`src/rtl/vga_timing_recovery.sv`:
```
// vga_timing_recovery: recovers pixel/line position and lock status from
// active-high hs/vs sync inputs sampled on the pixel clock.
// Optional feature macro: VGA_RX_ERRCNT_EN adds an 8-bit saturating
// err_count output that counts err pulses.
module vga_timing_recovery #(
    parameter int unsigned H_TOTAL     = 800,
    parameter int unsigned V_TOTAL     = 525,
    parameter int unsigned H_START     = 144,
    parameter int unsigned H_ACTIVE    = 640,
    parameter int unsigned V_START     = 35,
    parameter int unsigned V_ACTIVE    = 480,
    parameter int unsigned LOCK_FRAMES = 2
) (
    input  logic       clk,
    input  logic       rst,
    input  logic       hs,
    input  logic       vs,
    output logic [9:0] x,
    output logic [8:0] y,
    output logic       active,
    output logic       locked,
    output logic       err,
    output logic [9:0] h_period,
    output logic [9:0] v_period
`ifdef VGA_RX_ERRCNT_EN
    ,
    output logic [7:0] err_count
`endif
);

    typedef enum logic [1:0] {
        ST_UNLOCKED,
        ST_ACQUIRE,
        ST_LOCKED
    } state_t;

    localparam logic [9:0] CNT_MAX = '1;
    localparam logic [9:0] CNT_PRE = 10'd1022;
    localparam logic [9:0] H_LAST  = 10'(H_TOTAL - 1);
    localparam logic [9:0] V_LAST  = 10'(V_TOTAL - 1);
    localparam logic [9:0] H_FIRST = 10'(H_START);
    localparam logic [9:0] H_END   = 10'(H_START + H_ACTIVE);
    localparam logic [9:0] V_FIRST = 10'(V_START);
    localparam logic [9:0] V_END   = 10'(V_START + V_ACTIVE);
    localparam logic [2:0] LOCK_N  = 3'(LOCK_FRAMES);

    logic       hs_q;
    logic       vs_rise_q;    // vs as sampled at the previous hs rise
    logic       seen_frame;   // at least one frame start since reset
    logic [9:0] h_cnt;
    logic [9:0] v_cnt;
    logic       hs_rise;
    logic       frame_start;
    logic       line_err;
    logic       frame_err;
    logic       any_err;
    state_t     state_q, state_d;
    logic [2:0] good_q, good_d;

    // Edge detection and error classification for the current cycle.
    // Timeouts fire on the single edge where a counter steps 1022 -> 1023,
    // so a saturated counter produces exactly one error pulse.
    always_comb begin
        hs_rise     = hs & ~hs_q;
        frame_start = hs_rise & vs & ~vs_rise_q;
        line_err    = seen_frame & ((hs_rise & (h_cnt != H_LAST)) |
                                    (~hs_rise & (h_cnt == CNT_PRE)));
        frame_err   = seen_frame & ((frame_start & (v_cnt != V_LAST)) |
                                    (hs_rise & ~frame_start & (v_cnt == CNT_PRE)));
        any_err     = line_err | frame_err;
    end

    // Horizontal counter, line-period capture and sync history.
    always_ff @(posedge clk or posedge rst) begin
        if (rst) begin
            hs_q      <= 1'b0;
            vs_rise_q <= 1'b0;
            h_cnt     <= '0;
            h_period  <= '0;
        end else begin
            hs_q <= hs;
            if (hs_rise) begin
                h_cnt     <= '0;
                h_period  <= h_cnt + 10'd1;
                vs_rise_q <= vs;
            end else if (h_cnt != CNT_MAX) begin
                h_cnt <= h_cnt + 10'd1;
            end
        end
    end

    // Vertical counter, frame-period capture and registered error pulse.
    always_ff @(posedge clk or posedge rst) begin
        if (rst) begin
            v_cnt      <= '0;
            v_period   <= '0;
            seen_frame <= 1'b0;
            err        <= 1'b0;
        end else begin
            err <= any_err;
            if (frame_start) begin
                v_cnt      <= '0;
                v_period   <= v_cnt + 10'd1;
                seen_frame <= 1'b1;
            end else if (hs_rise && (v_cnt != CNT_MAX)) begin
                v_cnt <= v_cnt + 10'd1;
            end
        end
    end

    // Lock FSM state register.
    always_ff @(posedge clk or posedge rst) begin
        if (rst) begin
            state_q <= ST_UNLOCKED;
            good_q  <= '0;
        end else begin
            state_q <= state_d;
            good_q  <= good_d;
        end
    end

    // Lock FSM next state: acquire on a frame start, count clean frames, drop on any error.
    always_comb begin
        state_d = state_q;
        good_d  = good_q;
        case (state_q)
            ST_UNLOCKED: begin
                if (frame_start) begin
                    state_d = ST_ACQUIRE;
                    good_d  = '0;
                end
            end
            ST_ACQUIRE: begin
                if (any_err) begin
                    state_d = ST_UNLOCKED;
                    good_d  = '0;
                end else if (frame_start) begin
                    if (good_q == LOCK_N - 3'd1) begin
                        state_d = ST_LOCKED;
                        good_d  = '0;
                    end else begin
                        good_d = good_q + 3'd1;
                    end
                end
            end
            ST_LOCKED: begin
                if (any_err) begin
                    state_d = ST_UNLOCKED;
                    good_d  = '0;
                end
            end
            default: begin
                state_d = ST_UNLOCKED;
                good_d  = '0;
            end
        endcase
    end

    // Recovered position outputs, decoded from the registered counters.
    always_comb begin
        locked = (state_q == ST_LOCKED);
        active = locked &&
                 (h_cnt >= H_FIRST) && (h_cnt < H_END) &&
                 (v_cnt >= V_FIRST) && (v_cnt < V_END);
        x      = active ? (h_cnt - H_FIRST) : '0;
        y      = active ? 9'(v_cnt - V_FIRST) : '0;
    end

`ifdef VGA_RX_ERRCNT_EN
    // Saturating count of error pulses; only reset clears it.
    always_ff @(posedge clk or posedge rst) begin
        if (rst) begin
            err_count <= '0;
        end else if (err && (err_count != 8'hFF)) begin
            err_count <= err_count + 8'd1;
        end
    end
`endif

endmodule

```
`config.mk`:
```
export PLATFORM = sky130hd
export DESIGN_NAME = vga_timing_recovery
export DESIGN_NICKNAME = d
export VERILOG_FILES = /design/src/rtl/vga_timing_recovery.sv
export SDC_FILE = /design/constraint.sdc
export NUM_CORES = 1
export LEC_CHECK = 0
export CORE_MARGIN = 10
export CORE_UTILIZATION = 45
export CTS_BUF_LIST = sky130_fd_sc_hd__clkbuf_4 sky130_fd_sc_hd__clkbuf_8
export DETAILED_ROUTE_END_ITERATION = 12
export MAX_ROUTING_LAYER = met4
export PLACE_DENSITY = 0.67
export SKIP_LAST_GASP = 1
export SLEW_MARGIN = 0
export SYNTH_ARGS = -nofsm -noshare
export SYNTH_HDL_FRONTEND = slang
export SYNTH_SLANG_ARGS = --single-unit
```
`constraint.sdc`:
```
create_clock -name clk -period 2.7 [get_ports clk]
set_input_delay 0.405 -clock clk [delete_from_list [all_inputs] [get_ports clk]]
set_output_delay 0.405 -clock clk [all_outputs]
set_load 0.01 [all_outputs]
```
==> results of run 1 <==
==> logic make-up (layout without fill, tap and decap cells) <==
family | count (synthesis) | in the layout
AOI/OAI and AO/OA | 55 | 55
adders and majority gates | 9 | 9
DFF | 49 | 49
buffers and inverters | 29 | 109
and+or+nand+nor | 148 | 148
muxes | 1 | 1
xor gates and xnor gates | 30 | 30
==> repair_timing <==
action	in CTS	in global routing
endpoints found under the hold margin	0	0
setup endpoints to repair	20	20
gates resized for setup	67	25
pin swaps	4	8
setup buffers	6	1
==> layer usage <==
layer	up-vias	wire length, um	GRT usage	share of wire
li1	1248	-	-	-
met1	1203	3520	0.199	0.47
met2	63	3530	0.252	0.47
met3	12	391	0.0284	0.052
met4	0	114	0.0375	0.015
met5	-	0	-	0
==> cell usage after synthesis (4+ instances only) <==
master and count:
nand2b_1 6, dfrtp_1 49, nor2_1 38, nor3_1 7
clkbuf_1 12, buf_2 4, a21oi_1 16, xnor2_1 21
nor2b_1 8, nand3_1 12, o21ai_0 21, ha_1 9
nand4_1 7, xor2_1 9, inv_1 10, nand2_1 44
and3_1 5, or3_1 6
==> placed cells by master (no fill, tap or decap), types with 2 or more instances in the layout <==
cell | netlist | routed
clkdlybuf4s50_1 | 0 | 25
and3_1 | 5 | 5
nor4_1 | 2 | 2
nand2b_1 | 6 | 5
xnor2_1 | 21 | 21
nor3_1 | 7 | 5
or3_1 | 6 | 6
clkbuf_2 | 0 | 9
a211oi_1 | 2 | 2
dfrtp_1 | 49 | 49
nor3_2 | 0 | 2
inv_1 | 10 | 8
a21oi_1 | 16 | 14
xor2_1 | 9 | 9
buf_4 | 0 | 42
inv_2 | 0 | 2
clkbuf_8 | 0 | 6
o31ai_1 | 2 | 2
nand4_1 | 7 | 7
o21ai_0 | 21 | 21
ha_2 | 0 | 3
nand2_1 | 44 | 44
nand3_1 | 12 | 12
buf_6 | 2 | 4
nor2_1 | 38 | 37
nor2b_1 | 8 | 8
ha_1 | 9 | 6
o311a_4 | 1 | 2
buf_2 | 4 | 11
==> final timing paths <==
| check | slack (ns) | to | startpoint |
|---|---|---|---|
| setup / recovery | 0.04 | y[2] | v_cnt[0]$_DFFE_PP0P_ |
| hold / removal | 0.48 | h_period[9]$_DFFE_PP0P_ | rst |
| setup reg to reg | 0.62 | good_q[2]$_DFFE_PP0P_ | v_cnt[0]$_DFFE_PP0P_ |
| hold reg to reg | 0.49 | h_period[7]$_DFFE_PP0P_ | h_period[7]$_DFFE_PP0P_ |
| max in group asynchronous | 1.62 | v_period[5]$_DFFE_PP0N_ | rst |
| min in group clk | 0.49 | h_period[7]$_DFFE_PP0P_ | h_period[7]$_DFFE_PP0P_ |
==> flip-flops by register name (all words and copies together) (netlist names) <==
register,flops
vs_rise_q,1
hs_q,1
v_period,10
h_cnt,10
good_q,3
h_period,10
seen_frame,1
err,1
v_cnt,10
state_q,2
==> critical path, delay by kind of cell, from the launching register on <==
kind / cells / cell delay, ns
adder cells (fa/ha/maj): 1 / 0.19
flip-flops: 1 / 0.39
AND/OR/NAND/NOR: 3 / 0.61
buffers and inverters: 4 / 0.49
AO/OA/AOI/OAI: 2 / 0.28
==> power by group through the flow <==
| stage | Sequential (W) | Combinational (W) | Clock (W) |
|---|---|---|---|
| final | 0.000933 | 0.000812 | 0.000557 |
| after global placement | 0.000935 | 0.000740 | 0 |
| after CTS | 0.000928 | 0.000798 | 0.000568 |
| after global routing | 0.000954 | 0.000885 | 0.000592 |
| after detailed placement | 0.000941 | 0.000753 | 0 |
| after floorplan | 0.000979 | 0.000358 | 0 |
==> final cells by class <==
class                           count  area (sq um)
Fill cell                         521          2260
Multi-Input combinational cell    243          1580
Timing Repair Buffer               91           711
Inverter                           10          37.5
Sequential cell                    49          1230
Clock inverter                      1          30.0
Clock buffer                        7          90.1
Tap cell                           75          93.8
==> per-stage QoR <==
step                      worst slack [ns]  total power [W]  cell area (sq um)   util  hold slack (ns)
after floorplan                      0.202          0.00134               2840      -            0.436
after global placement              -0.181          0.00167               3590  0.595            0.461
after detailed placement            -0.228          0.00169               3590  0.595            0.468
after CTS                          -0.0361          0.00229               3760  0.623            0.488
after global routing               -0.0471          0.00243               3770  0.625            0.512
final                               0.0418          0.00230               3770  0.625            0.475
==> impl_metrics.yaml, run 1 <==
sta:
  hold_viol_final: 0
  rsz0062_at_grt: "yes"
  setup_viol: 0
  fmax_mhz: 376
  relSlewSlack: 0.602
  skew_ns: 0.00576
  worst_pin_slew_ns: 0.592
  tns_ns: 0
  finalMaxSlewViolations: 0
  finalCriticalPeriod_ns: 2.66
  finalCritPeriodShare: 0.985
synthesis:
  netlist_instances: 321
  syn_area_sq_um: 2840
  synth_mux_area_frac: 0.00352
  synth_top_area_frac: 0.432
  synth_largest_area_cell: "dfrtp_1"
  yosys-top-cells-area: "dfrtp_1 (43%), xnor2_1 (6.5%), nand2_1 (5.8%)"
  yosys.area_share.simple: 0.258
  seq_area_frac_synth: 0.432
  synth_enable_flop_cells: 0
  synth-seq-cells: 49
  synth_top_family_by_area: "simple AND/OR/NAND/NOR gates"
  async_reset_ff_frac: 1.00
  ys_warn_count: 0
  avgSynthCellArea_sq_um: 8.85
  syn_nets: 334
  synth-xor-area-share: 0.0925
  yosysUniqueCellTypes: 49
  synth_ff_type: "dfrtp_1"
  synth_compound_area_frac: 0.130
  synth_adder_area_share: 0.0396
drt:
  num_vias: 2526
  routed_wirelength_um: 7560
  ant_nets: 0
  first_pass_iters: 4
  vias_per_cell: 5.31
  drc: 0
  first_iter_violations: 162
  wl_per_cell_um: 15.9
setup_path:
  crit_type: "reg -> out"
  cp.required_ns: 2.30
  arrival_ns: 2.25
  endpoint_kind: "primary output"
  path_max_fanout: 5
  worstSetupStartpointType: "flip-flop"
  slowest_delay_ns: 0.45
  cp_cell_sequence: "ha_2 > or4_4 > buf_6 > a21oi_4 > o32ai_4 > nand2_4 > buf_6 > buf_6 > nor2_1 > buf_2"
  crit_path_frequent_cell: "buf_6"
  r2r_cells: 8
  cpMaxStageDelayCell: "or4_4"
layout:
  antenna_cells: 0
  drive_gt1_frac: 0.244
  fin_cells: 476
  syn2layout_area_growth_pct: 32.6
  fin_nets: 413
global_routing:
  grt_pass1_vias: 2530
  antenna_found_initial: 0
  grt_pass1_wl_um: 12600
  grt_overflow: 0
  track_usage: 0.156
  grt_max_degree: 26
clocking:
  clk_latency_ns: 0.30
  cts_buffers: 5
  cts_tree: "yes"
  cts.sinks: 49
  cts_buffer_depth: 2
  ctsRootBufferMaster: "clkbuf_8"
  ctsHoldBuffers: 0
  htreeDepth: 2
  path_clk_slew_ns: 0.09
power:
  switching_share: 0.323
  peakVddDrop_v: 0.000429
  power.density_nw_per_um2: 611
  leakagePower_nw: 1.71
  power_frac_clock: 0.242
  pwr-share-seq: 0.405
  switchingPower_w: 0.000744
  p_comb_frac: 0.353
  cell_internal_pwr_w: 0.00156
place:
  gp_congestion: 0.839
  placed_cells_incl_taps: 461
  dp_hpwl_um: 5460
  portBuffers: 45
job:
  cap_violations: 0
die:
  initial_core_util: 0.471
  die_x_um: 99.4
  num_rows: 28
  core-area_sq_um: 6030
  die_area_sq_um: 9890
  io_pins: 46
  fp.dieH_um: 99.4
outcome:
  status: "finished, final reports clean"
worst_hold_path:
  hp-class: "in -> async"
Note: power is estimated with default switching activity, not from simulation.
==> run 2, diff against run 1 <==
- CAP_MARGIN: default -> 25
- CORE_UTILIZATION: 45 -> 35
- PLACE_DENSITY: 0.67 -> 0.54
==> run 2 against run 1 <==
  * Largest power group unchanged
  * Highest routed layer unchanged
  * Clock power decreased by 7.9%
  * Worst hold slack better by 0.0017 ns
  * Sequential cell count is the same
  * Sequential power about the same
  * Critical endpoint is now x[2]
  * Combinational power up 3.3%
==> impl_metrics.yaml, run 2 (synthesis results as in run 1) <==
outcome:
  status: "finished, final reports clean"
power:
  power.density_nw_per_um2: 597
  leakagePower_nw: 1.74
  peakVddDrop_v: 0.000335
  power.total_w: 0.00229
drt:
  wl_per_cell_um: 15.0
  vias_per_cell: 4.95
  num_vias: 2499
  drc: 0
  ant_nets: 0
  first_pass_iters: 4
  routed_wirelength_um: 7590
  first_iter_violations: 102
worst_hold_path:
  hp-class: "reg -> reg"
  hold_depth: 2
setup_path:
  slowest_delay_ns: 0.45
  r2r_cells: 8
  crit_type: "reg -> out"
  endpoint_kind: "primary output"
  reg2reg_slack_ns: 0.62
  path_max_fanout: 3
  cp.required_ns: 2.30
  cpMaxStageDelayCell: "or4_4"
  arrival_ns: 2.22
  cp_cell_sequence: "ha_2 > or4_4 > buf_6 > a21oi_4 > o32ai_4 > buf_4 > and3_1 > buf_2"
  worstSetupStartpointType: "flip-flop"
sta:
  skew_ns: 0.00416
  tns_ns: 0
  hold_viol_final: 0
  worst_pin_slew_ns: 0.762
  finalMaxSlewViolations: 0
  fmax_mhz: 381
  relSlewSlack: 0.487
  finalCritPeriodShare: 0.972
  finalCriticalPeriod_ns: 2.63
  setup_viol: 0
global_routing:
  grt_max_degree: 50
  grt_overflow: 0
  antenna_found_initial: 0
  grt_pass1_wl_um: 12500
  track_usage: 0.133
  grt_pass1_vias: 2479
place:
  portBuffers: 45
  dp_hpwl_um: 5490
  placed_cells_incl_taps: 492
  gp_congestion: 0.880
  placed_cell_area_sq_um: 3650
die:
  fp.dieH_um: 110
  num_rows: 32
  die_area_sq_um: 12100
  io_pins: 46
  die_x_um: 110
  core-area_sq_um: 7810
  initial_core_util: 0.364
clocking:
  ctsRootBufferMaster: "clkbuf_8"
  cts_buffer_depth: 2
  htreeDepth: 2
  cts.sinks: 49
  ctsHoldBuffers: 0
  cts_buffers: 5
  cts_tree: "yes"
  clk_latency_ns: 0.30
  path_clk_slew_ns: 0.09
layout:
  layout_common_cells: "dfrtp_1 (49), nand2_1 (44), buf_4 (44)"
  multiInputGateArea_sq_um: 1590
  n_fill_cell: 767
  final_cell_area_sq_um: 3830
  layout_commonest_cell: "dfrtp_1"
  drive_gt1_frac: 0.246
  fin_cells: 505
  syn2layout_area_growth_pct: 34.8
  antenna_cells: 0
  seq_area_sq_um: 1230
  fin_nets: 416
job:
  cap_violations: 0
run 2: cell type report:
class	count	share of cell area
Clock buffer	5	0.0180
Inverter	10	0.00980
Timing Repair Buffer	94	0.194
Clock inverter	2	0.00915
Tap cell	102	0.0333
Sequential cell	49	0.320
Multi-Input combinational cell	243	0.415
run 2: repair_timing:
action                                  in CTS  in global routing
buffers inserted                             2                  3
pin swaps                                    9                  9
endpoints found under the setup margin      20                 20
endpoints found under the hold margin        0                  0
resized for setup                           92                 14
gates cloned                                 1                  0
run 2: layer usage:
metal / GRT usage / part of all wire / vias to the layer above
met5: - / 0 / -
met1: 0.183 / 0.49 / 1185
met4: 0.0409 / 0.016 / 0
met2: 0.199 / 0.44 / 54
met3: 0.0174 / 0.045 / 10
li1: - / - / 1250
run 2: final timing paths:
kind	from	to
hold reg to reg	v_period[2]$_DFFE_PP0N_	v_period[2]$_DFFE_PP0N_
hold / removal	v_period[2]$_DFFE_PP0N_	v_period[2]$_DFFE_PP0N_
max in group asynchronous	rst	h_cnt[3]$_DFFE_PP0P_
setup reg to reg	v_cnt[0]$_DFFE_PP0P_	good_q[2]$_DFFE_PP0P_
min in group asynchronous	rst	good_q[2]$_DFFE_PP0P_
setup / recovery	v_cnt[1]$_DFFE_PP0P_	x[2]
run 2: report_power, final:
| part | internal, W | switching [W] |
|---|---|---|
| clock | 0.000270 | 0.000244 |
| combinational | 0.000404 | 0.000435 |
| sequential | 0.000850 | 0.0000827 |
run 2: critical path, delay by kind of cell (launching register included):
kind / cells / cell delay (ns)
simple gates: 2 / 0.61
buf+inv: 3 / 0.44
flops: 1 / 0.39
compound gates: 2 / 0.28
fa+ha+maj: 1 / 0.19
run 2: per-stage QoR:
stage                      util  setup slack [ns]  hold slack, ns
after detailed placement  0.467            -0.268           0.464
after CTS                 0.478           -0.0563           0.486
after global routing      0.490          -0.00382           0.500
after global placement    0.467            -0.179           0.459
final                     0.490            0.0749           0.477
after floorplan               -             0.202           0.436
==> run 3, diff against run 2 <==
- SETUP_SLACK_MARGIN: default -> 0.15
==> run 3 against run 2 <==
  * Clock power barely moved
  * Clock-buffer cell count unchanged
  * Critical path depth is 1 higher
  * First-iteration DRC count decreased by 22%
  * Largest power group unchanged
  * Wire length is 1.9% higher
==> impl_metrics.yaml, run 3 (synthesis results as in run 1) <==
outcome:
  status: "finished, final reports clean"
setup_path:
  arrival_ns: 2.23
  crit_path_frequent_cell: "buf_6"
  path_max_fanout: 5
  slowest_delay_ns: 0.46
  worstSetupStartpointType: "flip-flop"
  crit_type: "reg -> out"
  crit_start: "v_cnt[1]$_DFFE_PP0P_"
  reg2reg_from: "v_cnt[0]$_DFFE_PP0P_"
  cp.required_ns: 2.30
  critPathBufInv: 3
  cp_cell_sequence: "ha_2 > or4_4 > buf_6 > a21oi_4 > o32ai_4 > nand2_4 > buf_6 > a21oi_2 > buf_2"
  cpMaxStageDelayCell: "or4_4"
  endpoint_kind: "primary output"
  crit_family: "simple AND/OR/NAND/NOR gates"
global_routing:
  met1_usage: 0.186
  grt_max_degree: 50
  track_usage: 0.136
  grt_pass1_vias: 2522
  grt_pass1_wl_um: 12800
  antenna_found_initial: 0
  grt_overflow: 0
  globalRouteMet3Util: 0.0203
  gr-max-usage-layer: "met2"
  use_met2: 0.203
power:
  pwr-share-seq: 0.406
  leakagePower_nw: 1.74
  switching_share: 0.337
  peakVddDrop_v: 0.000338
  switchingPower_w: 0.000774
  p_comb_frac: 0.371
  power.density_nw_per_um2: 581
  power_frac_clock: 0.223
  cell_internal_pwr_w: 0.00152
  power.total_w: 0.00230
worst_hold_path:
  holdCritStartpoint: "v_period[2]$_DFFE_PP0N_"
  hp-class: "reg -> reg"
sta:
  rsz0062_at_grt: "yes"
  skew_ns: 0.00413
  finalMaxSlewViolations: 0
  relSlewSlack: 0.487
  worst_pin_slew_ns: 0.763
  fmax_mhz: 380
  finalCritPeriodShare: 0.975
  hold_viol_final: 0
  finalCriticalPeriod_ns: 2.63
  setup_viol: 0
die:
  io_pins: 46
  num_rows: 32
  die_area_sq_um: 12100
  core-area_sq_um: 7810
  die_x_um: 110
  initial_core_util: 0.364
  fp.dieH_um: 110
clocking:
  path_clk_slew_ns: 0.09
  cts_tree: "yes"
  ctsRootBufferMaster: "clkbuf_8"
  cts_buffer_depth: 2
  ctsHoldBuffers: 0
  clk_latency_ns: 0.30
  cts.sinks: 49
  cts_buffers: 5
  htreeDepth: 2
drt:
  first_iter_violations: 80
  routed_wirelength_um: 7730
  vias_per_cell: 4.91
  first_pass_iters: 4
  num_vias: 2472
  ant_nets: 0
  drc: 0
  wl_per_cell_um: 15.4
place:
  portBuffers: 45
  placed_cell_area_sq_um: 3650
  gp_congestion: 0.880
  dp_hpwl_um: 5490
layout:
  antenna_cells: 0
  syn2layout_area_growth_pct: 39.3
  drive_gt1_frac: 0.284
  layout_common_cells: "dfrtp_1 (49), nand2_1 (44), buf_4 (42)"
  final_cell_area_sq_um: 3960
  layout_commonest_cell: "dfrtp_1"
  fin_nets: 414
job:
  cap_violations: 0
## run 3: cell types whose count changed in the layout (fill, tap and decap cells not counted), moves of 2 or more
cell    delta
inv_2      +2
nor2_1    -12
inv_1      -2
and3_4     +3
and3_1     -3
nor2_2     +6
nor2_4     +6
buf_4      -2
buf_6      +9
buf_2     -10
## run 3: power groups by stage
stage               Sequential (W)  Combinational [W]  Clock [W]
floorplan                 0.000979           0.000358          0
global placement          0.000935           0.000767          0
detailed placement        0.000940           0.000769          0
CTS                       0.000927           0.000824   0.000528
global route              0.000950           0.000937   0.000561
finish                    0.000933           0.000853   0.000513
## run 3: worst reg2reg max path, stage by stage, from the launching register on
cell and delay [ns]:
dfrtp_1 0.39, buf_4 0.17, inv_1 0.14, ha_1 0.18, nand4b_1 0.14, o311a_4 0.34, a31oi_4 0.24, nand2_2 0.13
a221oi_2 0.29
## run 3: worst paths after layout
kind | end | slack [ns] | cells past startpoint
max in group asynchronous | h_cnt[3]$_DFFE_PP0P_ | 1.68 | 3
worst max-delay path | y[4] | 0.07 | 9
worst min register to register | v_period[2]$_DFFE_PP0N_ | 0.48 | 2
min in group asynchronous | h_period[9]$_DFFE_PP0P_ | 0.59 | 3
worst min-delay path | v_period[2]$_DFFE_PP0N_ | 0.48 | 2
worst max register to register | good_q[2]$_DFFE_PP0P_ | 0.60 | 8
## run 3: timing repair
item / CTS / global route
resized for setup: 112 / 28
setup buffers: 2 / 1
cloned: 1 / 0
pin swaps: 13 / 9
endpoints found under the setup margin: 20 / 20
## run 3: layer usage
metal,wire length [um],part of all wire,up-vias
met4,93,0.012,0
met3,347,0.045,6
li1,-,-,1249
met1,3790,0.49,1171
met5,0,0,-
met2,3500,0.45,46
## run 3: area by class of cell
type | instances | area (sq um)
clock inverter | 2 | 35.0
timing repair buffer | 92 | 795
clock buffer | 5 | 68.8
tap | 102 | 128
inverter | 10 | 37.5
sequential | 49 | 1230
fill | 743 | 3850
multi-input combinational | 243 | 1670
## run 3: per-stage QoR
| step | hold slack (ns) | setup WS [ns] | util | cells | setup TNS (ns) |
|---|---|---|---|---|---|
| 3_5_place_dp | 0.464 | -0.268 | 0.467 | 492 | -3.00 |
| 2_1_floorplan | 0.436 | 0.202 | - | 321 | 0 |
| 3_3_place_gp | 0.459 | -0.179 | 0.467 | 492 | -2.34 |
| 4_1_cts | 0.486 | -0.0228 | 0.489 | 502 | -0.171 |
| 6_report | 0.477 | 0.0672 | 0.507 | 503 | 0 |
| 5_1_grt | 0.500 | -0.000635 | 0.507 | 503 | -0.000635 |
